File: src/rtl/cu_pkg.sv
// cu_pkg: shared types, opcode encodings and per-opcode sequence length for control_unit.
package cu_pkg;

    localparam int OPC_W = 5;
    localparam int IR_W  = 32;

    typedef enum logic [3:0] {
        S_RESET, S_T0, S_T1, S_T2, S_T3, S_T4, S_T5, S_T6, S_T7, S_HALT
    } state_t;

    localparam logic [OPC_W-1:0] OP_LD   = 5'b00000;
    localparam logic [OPC_W-1:0] OP_LDI  = 5'b00001;
    localparam logic [OPC_W-1:0] OP_ST   = 5'b00010;
    localparam logic [OPC_W-1:0] OP_ADD  = 5'b00011;
    localparam logic [OPC_W-1:0] OP_SUB  = 5'b00100;
    localparam logic [OPC_W-1:0] OP_AND  = 5'b00101;
    localparam logic [OPC_W-1:0] OP_OR   = 5'b00110;
    localparam logic [OPC_W-1:0] OP_SHR  = 5'b00111;
    localparam logic [OPC_W-1:0] OP_SHL  = 5'b01000;
    localparam logic [OPC_W-1:0] OP_ROR  = 5'b01001;
    localparam logic [OPC_W-1:0] OP_ROL  = 5'b01010;
    localparam logic [OPC_W-1:0] OP_ADDI = 5'b01011;
    localparam logic [OPC_W-1:0] OP_ANDI = 5'b01100;
    localparam logic [OPC_W-1:0] OP_ORI  = 5'b01101;
    localparam logic [OPC_W-1:0] OP_MUL  = 5'b01110;
    localparam logic [OPC_W-1:0] OP_DIV  = 5'b01111;
    localparam logic [OPC_W-1:0] OP_NEG  = 5'b10000;
    localparam logic [OPC_W-1:0] OP_NOT  = 5'b10001;
    localparam logic [OPC_W-1:0] OP_BR   = 5'b10010;
    localparam logic [OPC_W-1:0] OP_JR   = 5'b10011;
    localparam logic [OPC_W-1:0] OP_JAL  = 5'b10100;
    localparam logic [OPC_W-1:0] OP_IN   = 5'b10101;
    localparam logic [OPC_W-1:0] OP_OUT  = 5'b10110;
    localparam logic [OPC_W-1:0] OP_MFHI = 5'b10111;
    localparam logic [OPC_W-1:0] OP_MFLO = 5'b11000;
    localparam logic [OPC_W-1:0] OP_NOP  = 5'b11001;
    localparam logic [OPC_W-1:0] OP_HALT = 5'b11011;

    // Field order matches the port concatenation in control_unit.
    typedef struct packed {
        logic pc_out, zhigh_out, zlow_out, hi_out, lo_out, mdr_out, inport_out, c_out, ba_out;
        logic pc_in, inc_pc, mar_in, mdr_in, ir_in, y_in, hi_in, lo_in, zhigh_in, zlow_in, outport_in, con_in;
        logic read, write;
        logic gra, grb, grc, rin, rout;
    } ctrl_t;

    // Final execute step per opcode. nop, halt and undefined opcodes spend a
    // single idle T3, because the new opcode is only visible from T3 onwards.
    function automatic state_t last_step(input logic [OPC_W-1:0] op);
        case (op)
            OP_LD, OP_ST:                   return S_T7;
            OP_MUL, OP_DIV, OP_BR:          return S_T6;
            OP_LDI, OP_ADD, OP_SUB, OP_AND, OP_OR, OP_SHR, OP_SHL, OP_ROR, OP_ROL,
            OP_ADDI, OP_ANDI, OP_ORI:       return S_T5;
            OP_NEG, OP_NOT, OP_JAL:         return S_T4;
            default:                        return S_T3;
        endcase
    endfunction

endpackage

File: src/rtl/control_unit.sv
// control_unit: hardwired Moore sequencer for the Mini-SRC datapath.
//   clock/clear : clock and asynchronous active-low reset
//   ir/con/stop : instruction register, branch condition, halt request
//   run         : high while sequencing
//   remaining outputs: bus-out enables, register loads, RAM strobes, select logic
module control_unit
    import cu_pkg::*;
(
    input  logic            clock,
    input  logic            clear,
    input  logic [IR_W-1:0] ir,
    input  logic            con,
    input  logic            stop,
    output logic            run,
    output logic PCout, Zhighout, Zlowout, HIout, LOout, MDRout, InPortout, Cout, BAout,
    output logic PCin, IncPC, MARin, MDRin, IRin, Yin, HIin, LOin, Zhighin, Zlowin, OutPortin, CONin,
    output logic Read, Write,
    output logic Gra, Grb, Grc, Rin, Rout
);

    state_t           state_q, state_d;
    ctrl_t            c;
    logic [OPC_W-1:0] opc;
    logic             ir_unused;
    logic             t3, t4, t5, t6, t7, is_st, is_ldi;

    assign opc       = ir[IR_W-1 -: OPC_W];
    assign ir_unused = ^ir[IR_W-OPC_W-1:0];
    assign t3        = state_q == S_T3;
    assign t4        = state_q == S_T4;
    assign t5        = state_q == S_T5;
    assign t6        = state_q == S_T6;
    assign t7        = state_q == S_T7;
    assign is_st     = opc == OP_ST;
    assign is_ldi    = opc == OP_LDI;
    assign run       = state_q != S_RESET && state_q != S_HALT;

    assign {PCout, Zhighout, Zlowout, HIout, LOout, MDRout, InPortout, Cout, BAout,
            PCin, IncPC, MARin, MDRin, IRin, Yin, HIin, LOin, Zhighin, Zlowin, OutPortin, CONin,
            Read, Write, Gra, Grb, Grc, Rin, Rout} = c;

    always_ff @(posedge clock or negedge clear) begin
        if (!clear) state_q <= S_RESET;
        else        state_q <= state_d;
    end

    // Fetch states never match last_step (always T3 or later), so a stale
    // opcode in ir during T0-T2 cannot end the instruction early.
    always_comb begin
        state_d = state_q;
        case (state_q)
            S_RESET: state_d = S_T0;
            S_HALT:  state_d = S_HALT;
            default: state_d = (state_q == last_step(opc)) ? ((stop || opc == OP_HALT) ? S_HALT : S_T0)
                                                          : state_t'(state_q + 4'd1);
        endcase
    end

    always_comb begin
        c = '0;
        case (state_q)
            S_T0: begin c.pc_out = 1'b1; c.mar_in = 1'b1; c.inc_pc = 1'b1; end
            S_T1: begin c.read = 1'b1; c.mdr_in = 1'b1; end
            S_T2: begin c.mdr_out = 1'b1; c.ir_in = 1'b1; end
            S_T3, S_T4, S_T5, S_T6, S_T7: begin
                case (opc)
                    OP_ADD, OP_SUB, OP_AND, OP_OR, OP_SHR, OP_SHL, OP_ROR, OP_ROL: begin
                        c.grb = t3; c.grc = t4; c.rout = t3 | t4; c.y_in = t3; c.zlow_in = t4;
                        c.zlow_out = t5; c.gra = t5; c.rin = t5;
                    end
                    OP_ADDI, OP_ANDI, OP_ORI, OP_LDI: begin
                        c.grb = t3; c.rout = t3 & ~is_ldi; c.ba_out = t3 & is_ldi; c.y_in = t3;
                        c.c_out = t4; c.zlow_in = t4; c.zlow_out = t5; c.gra = t5; c.rin = t5;
                    end
                    OP_LD, OP_ST: begin
                        c.grb = t3; c.ba_out = t3; c.y_in = t3; c.c_out = t4; c.zlow_in = t4;
                        c.zlow_out = t5; c.mar_in = t5; c.mdr_in = t6;
                        c.read = t6 & ~is_st; c.rout = t6 & is_st; c.gra = (t6 & is_st) | (t7 & ~is_st);
                        c.mdr_out = t7 & ~is_st; c.rin = t7 & ~is_st; c.write = t7 & is_st;
                    end
                    OP_MUL, OP_DIV: begin
                        c.gra = t3; c.rout = t3 | t4; c.y_in = t3; c.grb = t4; c.zlow_in = t4; c.zhigh_in = t4;
                        c.zlow_out = t5; c.lo_in = t5; c.zhigh_out = t6; c.hi_in = t6;
                    end
                    OP_NEG, OP_NOT: begin
                        c.grb = t3; c.rout = t3; c.zlow_in = t3; c.zlow_out = t4; c.gra = t4; c.rin = t4;
                    end
                    OP_BR: begin
                        c.gra = t3; c.rout = t3; c.con_in = t3; c.pc_out = t4; c.y_in = t4;
                        c.c_out = t5; c.zlow_in = t5; c.zlow_out = t6; c.pc_in = t6 & con;
                    end
                    OP_JR:   begin c.gra = t3; c.rout = t3; c.pc_in = t3; end
                    OP_JAL:  begin c.pc_out = t3; c.grb = t3; c.rin = t3; c.gra = t4; c.rout = t4; c.pc_in = t4; end
                    OP_IN:   begin c.inport_out = t3; c.gra = t3; c.rin = t3; end
                    OP_OUT:  begin c.gra = t3; c.rout = t3; c.outport_in = t3; end
                    OP_MFHI: begin c.hi_out = t3; c.gra = t3; c.rin = t3; end
                    OP_MFLO: begin c.lo_out = t3; c.gra = t3; c.rin = t3; end
                    default: ;
                endcase
            end
            default: ;
        endcase
    end

endmodule
File: config.mk
export PLATFORM = sky130hd
export DESIGN_NAME = control_unit
export DESIGN_NICKNAME = d
export VERILOG_FILES = /design/src/rtl/cu_pkg.sv /design/src/rtl/control_unit.sv
export SDC_FILE = /design/constraint.sdc
export NUM_CORES = 1
export LEC_CHECK = 0
export CAP_MARGIN = 20
export CORE_AREA = 4 4 56 58
export DETAILED_ROUTE_END_ITERATION = 10
export DIE_AREA = 0 0 60 62
export PLACE_DENSITY = 0.87
export SYNTH_ARGS = -nofsm -noshare
export SYNTH_HDL_FRONTEND = slang
export SYNTH_SLANG_ARGS = --single-unit
File: constraint.sdc
create_clock -name clock -period 5 [get_ports clock]
set_clock_uncertainty 0.05 [all_clocks]
set_input_delay 1 -clock clock [delete_from_list [all_inputs] [get_ports clock]]
set_output_delay 1 -clock clock [all_outputs]
set_load 0.01 [all_outputs]
==> run summary <==
Setup Crit Path Kind -> in -> out
Period minus WS final -> 4.413 ns
Largest register FFs -> 4
synthesis-to-layout area growth -> 38.32%
fmax -> 0.2266 GHz
final-stage net count -> 213
Setup Buffers After CTS -> 0
hold path cells -> 2
Synth top area share -> 10.50%
Peak VDD IR -> 0.0001068 V
Worst path slowest cell -> clkdlybuf4s50_1
CTS tree -> yes
chip width -> 60 µm
CP dominant cell by count -> clkdlybuf4s50_1
routed vias/inst -> 5.708
pre-CTS setup slack -> 0.5959 ns
EDFF count, synth -> 0
cell taking the most area after synthesis -> dfrtp_1
FF-to-FF End -> state_q[3]$_DFF_PN0_
Worst slew margin -> 49.22%
hold slack -> 0.6451 ns
Worst-Skew Late Latency -> 0.24 ns
final worst path period share -> 88.26%
CTS sink cnt -> 4
Max Cap Violations -> 0
Port Buffer Count -> 37
IO Count -> 65
most common cell in the netlist -> nor2_1
crit path DAT -> 3.36 ns
R2R Setup Slk -> 3.23 ns
initial antenna violation count -> 0
CTS max path bufs -> 2
DR pass1 iterations -> 4
Yosys cell types -> 51
CP required -> 3.95 ns
hold path endpoint -> state_q[3]$_DFF_PN0_
H-tree depth -> 1
ys async rst share -> 100.0%
largest net degree at the start of global routing -> 25
switching power -> 0.03570 mW
# setup viols final -> 0
unrepaired setup endpoints after global routing -> no
GR Util All Layers -> 15.19%
Routed WL per cell -> 13.47 µm
syn_nets -> 180
Post-CTS Hold Fix Bufs -> 0
RR Startpoint -> state_q[2]$_DFF_PN0_
first-pass GRT wire length -> 4.333 mm
sequential area share after synthesis -> 10.50%
Worst Setup Start Kind -> input port
Setup WS post-layout -> 0.5868 ns
family with the most delay on the worst path -> buffers and inverters
crit path capture type -> output port
full die area -> 0.003720 mm²
Root Buffer -> clkbuf_4
TNS Setup -> 0 ns
Post-Synthesis Cells -> 140
cts repair resizes -> 0
status -> completed
register bit total from synthesis -> 4
Slew Viols, Final -> 0
GRT Residual Overflow -> 0
reg2reg path depth -> 5
Cell Pwr Density -> 84.27 mW/mm²
number of remaining DRC errors -> 0
Synth Warn # -> 0
HPWL after DPL -> 2.142 mm
Comb power frac -> 34.3%
Slew @ Worst Pin -> 0.7593 ns
min-delay worst type -> reg -> reg
remaining antenna violation count -> 0
number of global-route vias before repair -> 1,021
cts bufs inserted -> 3
Commonest cells post-synth -> nor2_1, nand2_1, inv_1, o21ai_0
final wirelength -> 2.720 mm
hold_sp -> state_q[3]$_DFF_PN0_
share of cells above drive strength 1 -> 9.942%
slowest cell delay on critical path -> 0.81 ns
starting utilization of the core area -> 35.81%
clock power share -> 36.4%
Iteration-0 DRC Markers -> 47
Final GP Congestion -> 0.8808
Switching Share -> 32.13%
synthesized area -> 953.4 µm²
row count -> 19
Clock transition at path regs -> 0.04 ns
Sequential Power Share -> 29.3%
Cell Chain, Critical Path -> clkdlybuf4s50_1 > and2b_2 > nand3_1 > or3_1 > o211ai_1 > clkdlybuf4s50_1
Top reg by flops -> state_q
P_int -> 0.07542 mW
ys flop type -> dfrtp_1
antenna cell count -> 0
Crit path buffers/inverters -> 2
core area -> 0.002663 mm²
Overall Power -> 0.1111 mW
DIE HEIGHT -> 62 µm
Final Hold Vio Count -> 0
Vias -> 1,153
Largest regs -> state_q: 4 flops
final core occ -> 49.53%
ranking of synthesized cells by area -> dfrtp_1, nor2_1, nand2_1
Max FO, Critical Path -> 16
Avg Inst Size Synth -> 6.810 µm²
LEAKAGE -> 0.4944 nW
## layout by cell type (no fill, tap or decap), drive strengths merged, types with 2 or more instances in the layout
cell and n:
nand4 2, a21oi 6, o221ai 2, or3 4, or2 3, a22oi 2, or4 3, nand3 6
o32ai 2, nor3 5, and2 2, inv 8, xnor2 4, o22ai 3, o21bai 2, clkbuf 3
nand2 17, clkdlybuf4s50 37, nor2 18, ha 4, nor2b 4, dfrtp 4, o211ai 2, nor4 2
o21ai 10, nand2b 2
## stage by stage
step,instances,area (µm²)
6_report,202,1319
2_1_floorplan,140,953.4
5_1_grt,202,1319
3_3_place_gp,199,1296
3_5_place_dp,199,1296
4_1_cts,202,1319
## logic make-up (layout without fill, tap and decap cells)
kind of cell               count (synthesis)  after routing  synth area share (%)
and+or+nand+nor                           74             74                 42.65
buffers and inverters                     18             49                 10.89
DFF                                        4              4                 10.50
xor gates and xnor gates                   4              4                 4.463
muxes                                      1              1                 1.050
adders and majority gates                  5              5                 6.431
AOI/OAI and AO/OA                         34             34                 24.02
## tightest hold or removal path: cells and delay by family (launching register included)
family | cells | cell delay (ns)
DFF | 1 | 0.46
and+or+nand+nor | 2 | 0.20
## per-layer routing
layer	routed length [µm]	GRT usage, %
met3	235	3.926
met1	1167	19.33
met2	1227	23.92
met4	90	7.278
met5	0	0
## worst max path at each step
stage,end,from,cells past startpoint
after floorplan,Cout,ir[27],6
after global placement,Rout,ir[29],7
after detailed placement,Rout,ir[29],7
after CTS,Rout,ir[29],7
after global routing,Rin,ir[31],7
final,PCout,ir[29],6
## power groups by stage
stage / logic [mW] / registers, mW / clock network, mW
5_1_grt: 0.0417 / 0.0325 / 0.0437
2_1_floorplan: 0.0280 / 0.0330 / 0
6_report: 0.0381 / 0.0326 / 0.0404
3_3_place_gp: 0.0371 / 0.0330 / 0
4_1_cts: 0.0378 / 0.0326 / 0.0418
3_5_place_dp: 0.0377 / 0.0330 / 0
## area by class of cell
| cell class | instances | area (µm²) |
|---|---|---|
| Fill cell | 264 | 1344 |
| Multi-Input combinational cell | 118 | 749.5 |
| Inverter | 8 | 30.03 |
| Clock buffer | 3 | 22.52 |
| Sequential cell | 4 | 100.1 |
| Timing Repair Buffer | 38 | 377.9 |
| Tap cell | 31 | 38.79 |
Power figures use the tool's default switching activity.
==> RTL change 1, RTL diff (same settings) <==
The package constant `OPC_W` goes from 5 to 10.
--- a/src/rtl/cu_pkg.sv
+++ b/src/rtl/cu_pkg.sv
@@ -1,7 +1,7 @@
 // cu_pkg: shared types, opcode encodings and per-opcode sequence length for control_unit.
 package cu_pkg;
 
-    localparam int OPC_W = 5;
+    localparam int OPC_W = 10;
     localparam int IR_W  = 32;
 
     typedef enum logic [3:0] {
Check against the original RTL: not equivalent (a bounded check fails within 10 cycles, from zero or initial values).
==> RTL change 1 against the original RTL <==
  * Core utilization increased by 7.8 points
  * Final cell count increased by 15%
  * Design area increased by 16%
  * Sequential cell count unchanged
  * Setup slack got worse by 99 ps
  * First-iteration DRC count increased by 130%
  * Routed wire length increased by 15%
  * Synthesized cell count increased by 16%
  * Synthesized area increased by 13%
  * Global-route usage increased by 2.3 points
  * Critical path type unchanged
  * Via count increased by 19%
Power is left out: it rests on default switching activity, and per cell area and clock period it moved more than threefold.
==> RTL change 1: results (changes against the original RTL) <==
[run_status]
status = complete, no violations

[detailed_routing]
wl_met2_um = 1420  ; +15%
drtIter0Drc = 110  ; +130%
ant_nets = 0  ; unchanged
wl_met3_um = 285  ; +21%
wire_per_inst_um = 13.5  ; +0.26%
firstDrtPassIters = 5  ; +1
wl_met1_um = 1400  ; +20%
viasPerCell = 5.90  ; +3.4%
drt-total-wl_um = 3130  ; +15%

[critical_path]
r2r_cells = 5  ; unchanged
cpPeakStageDelay_ps = 590  ; -220 ps
worstReg2RegStart = state_q[1]$_DFF_PN0_
critPathMaxFanout = 7  ; -9
timing.rr.end = state_q[1]$_DFF_PN0_
arrival_ps = 3460  ; +100 ps
r2r_slack_ps = 3370  ; +140 ps

[min_path]
hold_end = state_q[0]$_DFF_PN0_
min_path_type = register to register
min_path_cells = 1  ; -1
min_from = state_q[0]$_DFF_PN0_

[clock_tree]
worstSkewPairLatency_ps = 240  ; about the same
post_cts_resized = 0  ; unchanged
numCtsBuffers = 3  ; unchanged
clockBufferDepth = 2  ; unchanged
cts_htree_levels = 1  ; unchanged
cts_root_buf = clkbuf_4

[placement]
gp_congestion = 0.918  ; +4.2%
io_buffers = 42  ; +14%
dp.cells = 229  ; +15%
dp_hpwl_um = 2430  ; +14%
dp_slack_ps = 461  ; -135 ps

[global_route]
antenna_found_initial = 0  ; unchanged
use_met1_pct = 25.9  ; +6.6 points
grt_pass1_vias = 1165  ; +14%
grt_max_degree = 22  ; -12%
grt_pass1_wl_um = 5110  ; +18%
use_met3_pct = 1.86  ; -2.1 points
grt_util_met2_pct = 25.3  ; +1.4 points
grt_usage_pct = 17.5  ; +2.3 points

[synth]
synth_seq_area_share_pct = 9.29  ; -1.2 points
synthCells = 163  ; +16%
synth_area_leaders = dfrtp_1 (9.3%), nor2_1 (5.9%), nand2_1 (5.2%), o21ai_0 (5.1%), a21oi_1 (4.6%)
ys_warn_count = 0  ; unchanged
synth_common_cells = nor2_1 (17), nand2_1 (15), o21ai_0 (11)
synth_cell_type_count = 50  ; -2.0%
synth_async_sr_flop_share_pct = 100  ; unchanged
syn_nets = 203  ; +13%

[timing]
slew_headroom_pct = 65.3  ; +16 points

[finish]
n_antenna_cell = 0  ; unchanged
drive_above_1_share_pct = 8.96  ; -0.99 points
nets = 243  ; +14%

## RTL change 1: cell types whose count changed after synthesis, sizes merged, moves of 4 or more
cell and delta:
nand2b +4, nor3 +6, clkbuf +4, a21oi +6
## RTL change 1: cell type report
class | count | area [um2]
clock buffers | 3 | 22.5
inverters | 6 | 22.5
repair buffers | 47 | 458
fillers | 261 | 1140
well taps | 31 | 38.8
flip-flops and latches | 4 | 100
multi-input cells | 141 | 885
## RTL change 1: cells by family (layout without fill, tap and decap cells)
| family | Yosys count | after routing | synth area share [%] |
|---|---|---|---|
| AND/OR/NAND/NOR | 84 | 84 | 42.9 |
| buffers and inverters | 18 | 56 | 8.59 |
| flip-flops | 4 | 4 | 9.29 |
| multiplexers | 2 | 2 | 2.32 |
| XOR/XNOR | 2 | 2 | 1.63 |
| AO/OA/AOI/OAI | 48 | 48 | 29.7 |
| adder cells (fa/ha/maj) | 5 | 5 | 5.58 |
## RTL change 1: worst max-delay path, delay by kind of cell
kind                   cells  cell delay (ps)
AO/OA/AOI/OAI              1              230
buffers and inverters      2             1000
AND/OR/NAND/NOR            4             1230
## RTL change 1: how the worst max path moves through the flow
stage	start	depth (start not counted)	slack, ps	end
after detailed placement	ir[27]	7	460	PCout
after global placement	ir[27]	7	470	PCout
after CTS	ir[27]	7	470	PCout
after floorplan	ir[27]	5	1480	PCout
final	ir[27]	7	490	PCout
after global routing	ir[27]	7	370	PCout
## RTL change 1: stage by stage
stage	hold WS, ps	util [%]	area (um2)
after floorplan	478	-	1080
after global placement	519	56.5	1500
after CTS	531	57.3	1530
after detailed placement	524	56.5	1500
final	527	57.3	1530
after global routing	573	57.3	1530
==> RTL change 2, RTL diff (config.mk and constraints unchanged) <==
Made on the original files. Register the inputs `ir`, `con` and `stop` before use. The logic sees them one clock later.
--- a/src/rtl/control_unit.sv
+++ b/src/rtl/control_unit.sv
@@ -18,14 +18,24 @@
     output logic Gra, Grb, Grc, Rin, Rout
 );
 
+    logic [IR_W-1:0] ir_q;
+    logic con_q;
+    logic stop_q;
+
+    always_ff @(posedge clock) begin
+        ir_q   <= ir;
+        con_q  <= con;
+        stop_q <= stop;
+    end
+
     state_t           state_q, state_d;
     ctrl_t            c;
     logic [OPC_W-1:0] opc;
     logic             ir_unused;
     logic             t3, t4, t5, t6, t7, is_st, is_ldi;
 
-    assign opc       = ir[IR_W-1 -: OPC_W];
-    assign ir_unused = ^ir[IR_W-OPC_W-1:0];
+    assign opc       = ir_q[IR_W-1 -: OPC_W];
+    assign ir_unused = ^ir_q[IR_W-OPC_W-1:0];
     assign t3        = state_q == S_T3;
     assign t4        = state_q == S_T4;
     assign t5        = state_q == S_T5;
@@ -51,7 +61,7 @@
         case (state_q)
             S_RESET: state_d = S_T0;
             S_HALT:  state_d = S_HALT;
-            default: state_d = (state_q == last_step(opc)) ? ((stop || opc == OP_HALT) ? S_HALT : S_T0)
+            default: state_d = (state_q == last_step(opc)) ? ((stop_q || opc == OP_HALT) ? S_HALT : S_T0)
                                                           : state_t'(state_q + 4'd1);
         endcase
     end
@@ -87,7 +97,7 @@
                     end
                     OP_BR: begin
                         c.gra = t3; c.rout = t3; c.con_in = t3; c.pc_out = t4; c.y_in = t4;
-                        c.c_out = t5; c.zlow_in = t5; c.zlow_out = t6; c.pc_in = t6 & con;
+                        c.c_out = t5; c.zlow_in = t5; c.zlow_out = t6; c.pc_in = t6 & con_q;
                     end
                     OP_JR:   begin c.gra = t3; c.rout = t3; c.pc_in = t3; end
                     OP_JAL:  begin c.pc_out = t3; c.grb = t3; c.rin = t3; c.gra = t4; c.rout = t4; c.pc_in = t4; end
Behaviour: not the same (a bounded check fails within 10 cycles, from zero or initial values).
==> RTL change 2 against the original RTL <==
  * Synthesized area grew 27%
  * Die area unchanged
  * Global-route usage rose by 2.3 points
  * Sequential cell count rose by 11
  * Routed wire length is 15% higher
  * Design area increased by 20%
  * Setup slack gained 760 ps
Power is left out: it rests on default switching activity, and per cell area and clock period it moved more than threefold.
==> RTL change 2: results (changes against the original RTL) <==
[detailed_routing]
wire_per_inst_um = 14.5  ; +7.4%
wl_met3_um = 288  ; +23%
drtIter0Drc = 62  ; +32%
route.vias.total = 1296  ; +12%

[finish]
nFillCells = 251  ; -4.9%
register_area_um2 = 320  ; +220%
nets = 227  ; +6.6%

[synth]
synth.area.mux_share_pct = 1.76  ; +0.71 points
synth_area_leaders = dfxtp_1 (18%), dfrtp_1 (8.3%), nor2_1 (4.7%), ha_1 (4.1%), nand3b_1 (3.7%)
synth_compound_area_share_pct = 19.3  ; -4.7 points
synthXorXnorAreaFrac_pct = 5.08  ; +0.62 points
syn_nets = 195  ; +8.3%
synthCells = 155  ; +11%
synthAdderAreaFrac_pct = 4.97  ; -1.5 points
synth_seq_area_share_pct = 26.5  ; +16 points
ys.flop_type = dfxtp_1

[placement]
gp_congestion = 0.915  ; +3.8%
dp.cells = 213  ; +7.0%
dp_hpwl_um = 2460  ; +15%
placed_area_um2 = 1560  ; +20%

[timing]
worst_pin_slew_ps = 618  ; -142 ps

[critical_path]
r2r_slack_ps = 3220  ; about the same
worstReg2RegStart = state_q[3]$_DFF_PN0_
critPathMaxFanout = 7  ; -9
arrival_ps = 2610  ; -750 ps

[global_route]
grt_pass1_vias = 1159  ; +14%

[min_path]
min_from = state_q[0]$_DFF_PN0_

[clock_tree]
worstSkewPairLatency_ps = 270  ; +30 ps
cts.reportedPaths.clkPinSlew_ps = 70  ; +30 ps

[run_status]
status = complete, no violations

-- RTL change 2: changes by cell type after synthesis, sizes merged, moves of 3 or more --
cell and delta:
dfxtp +11, nand2 -7, nand3b +5, nor3 +5
or3 -4, xor2 +4, nor2 -3
-- RTL change 2: worst max-delay path, stage by stage (launching register included) --
cell and delay (ps):
dfrtp_1 470, inv_1 120, ha_1 200, or4bb_1 550, o22ai_1 180, a221oi_1 110, o311ai_1 110, clkdlybuf4s50_1 590
-- RTL change 2: per-layer routing --
metal | track usage [%] | up-vias
met2 | 28.5 | 69
met1 | 22.3 | 599
met5 | 0 | -
met3 | 3.51 | 6
li1 | - | 622
met4 | 8.23 | 0
-- RTL change 2: layout make-up --
class | count | area share [%]
Sequential cell | 15 | 20.2
Inverter | 9 | 2.13
Clock buffer | 4 | 1.66
Timing Repair Buffer | 37 | 23.4
Tap cell | 31 | 2.45
Multi-Input combinational cell | 121 | 50.2
-- RTL change 2: per-stage QoR --
stage	setup slack, ps	hold slack (ps)
2_1_floorplan	2350	474
3_3_place_gp	1680	513
3_5_place_dp	1660	530
4_1_cts	1350	548
5_1_grt	1180	588
6_report	1340	544
-- RTL change 2: worst max path at each step --
stage | start | end | cells past startpoint
6_report | state_q[0]$_DFF_PN0_ | Gra | 7
5_1_grt | state_q[0]$_DFF_PN0_ | PCout | 7
4_1_cts | state_q[0]$_DFF_PN0_ | Gra | 7
3_5_place_dp | state_q[0]$_DFF_PN0_ | Gra | 7
3_3_place_gp | state_q[0]$_DFF_PN0_ | Gra | 7
2_1_floorplan | state_q[0]$_DFF_PN0_ | Rin | 6
-- RTL change 2: kinds of logic after synthesis --
family / after synthesis
simple gates: 72
xor+xnor: 7
mux: 2
buf+inv: 19
compound gates: 35
flops: 15
fa+ha+maj: 5
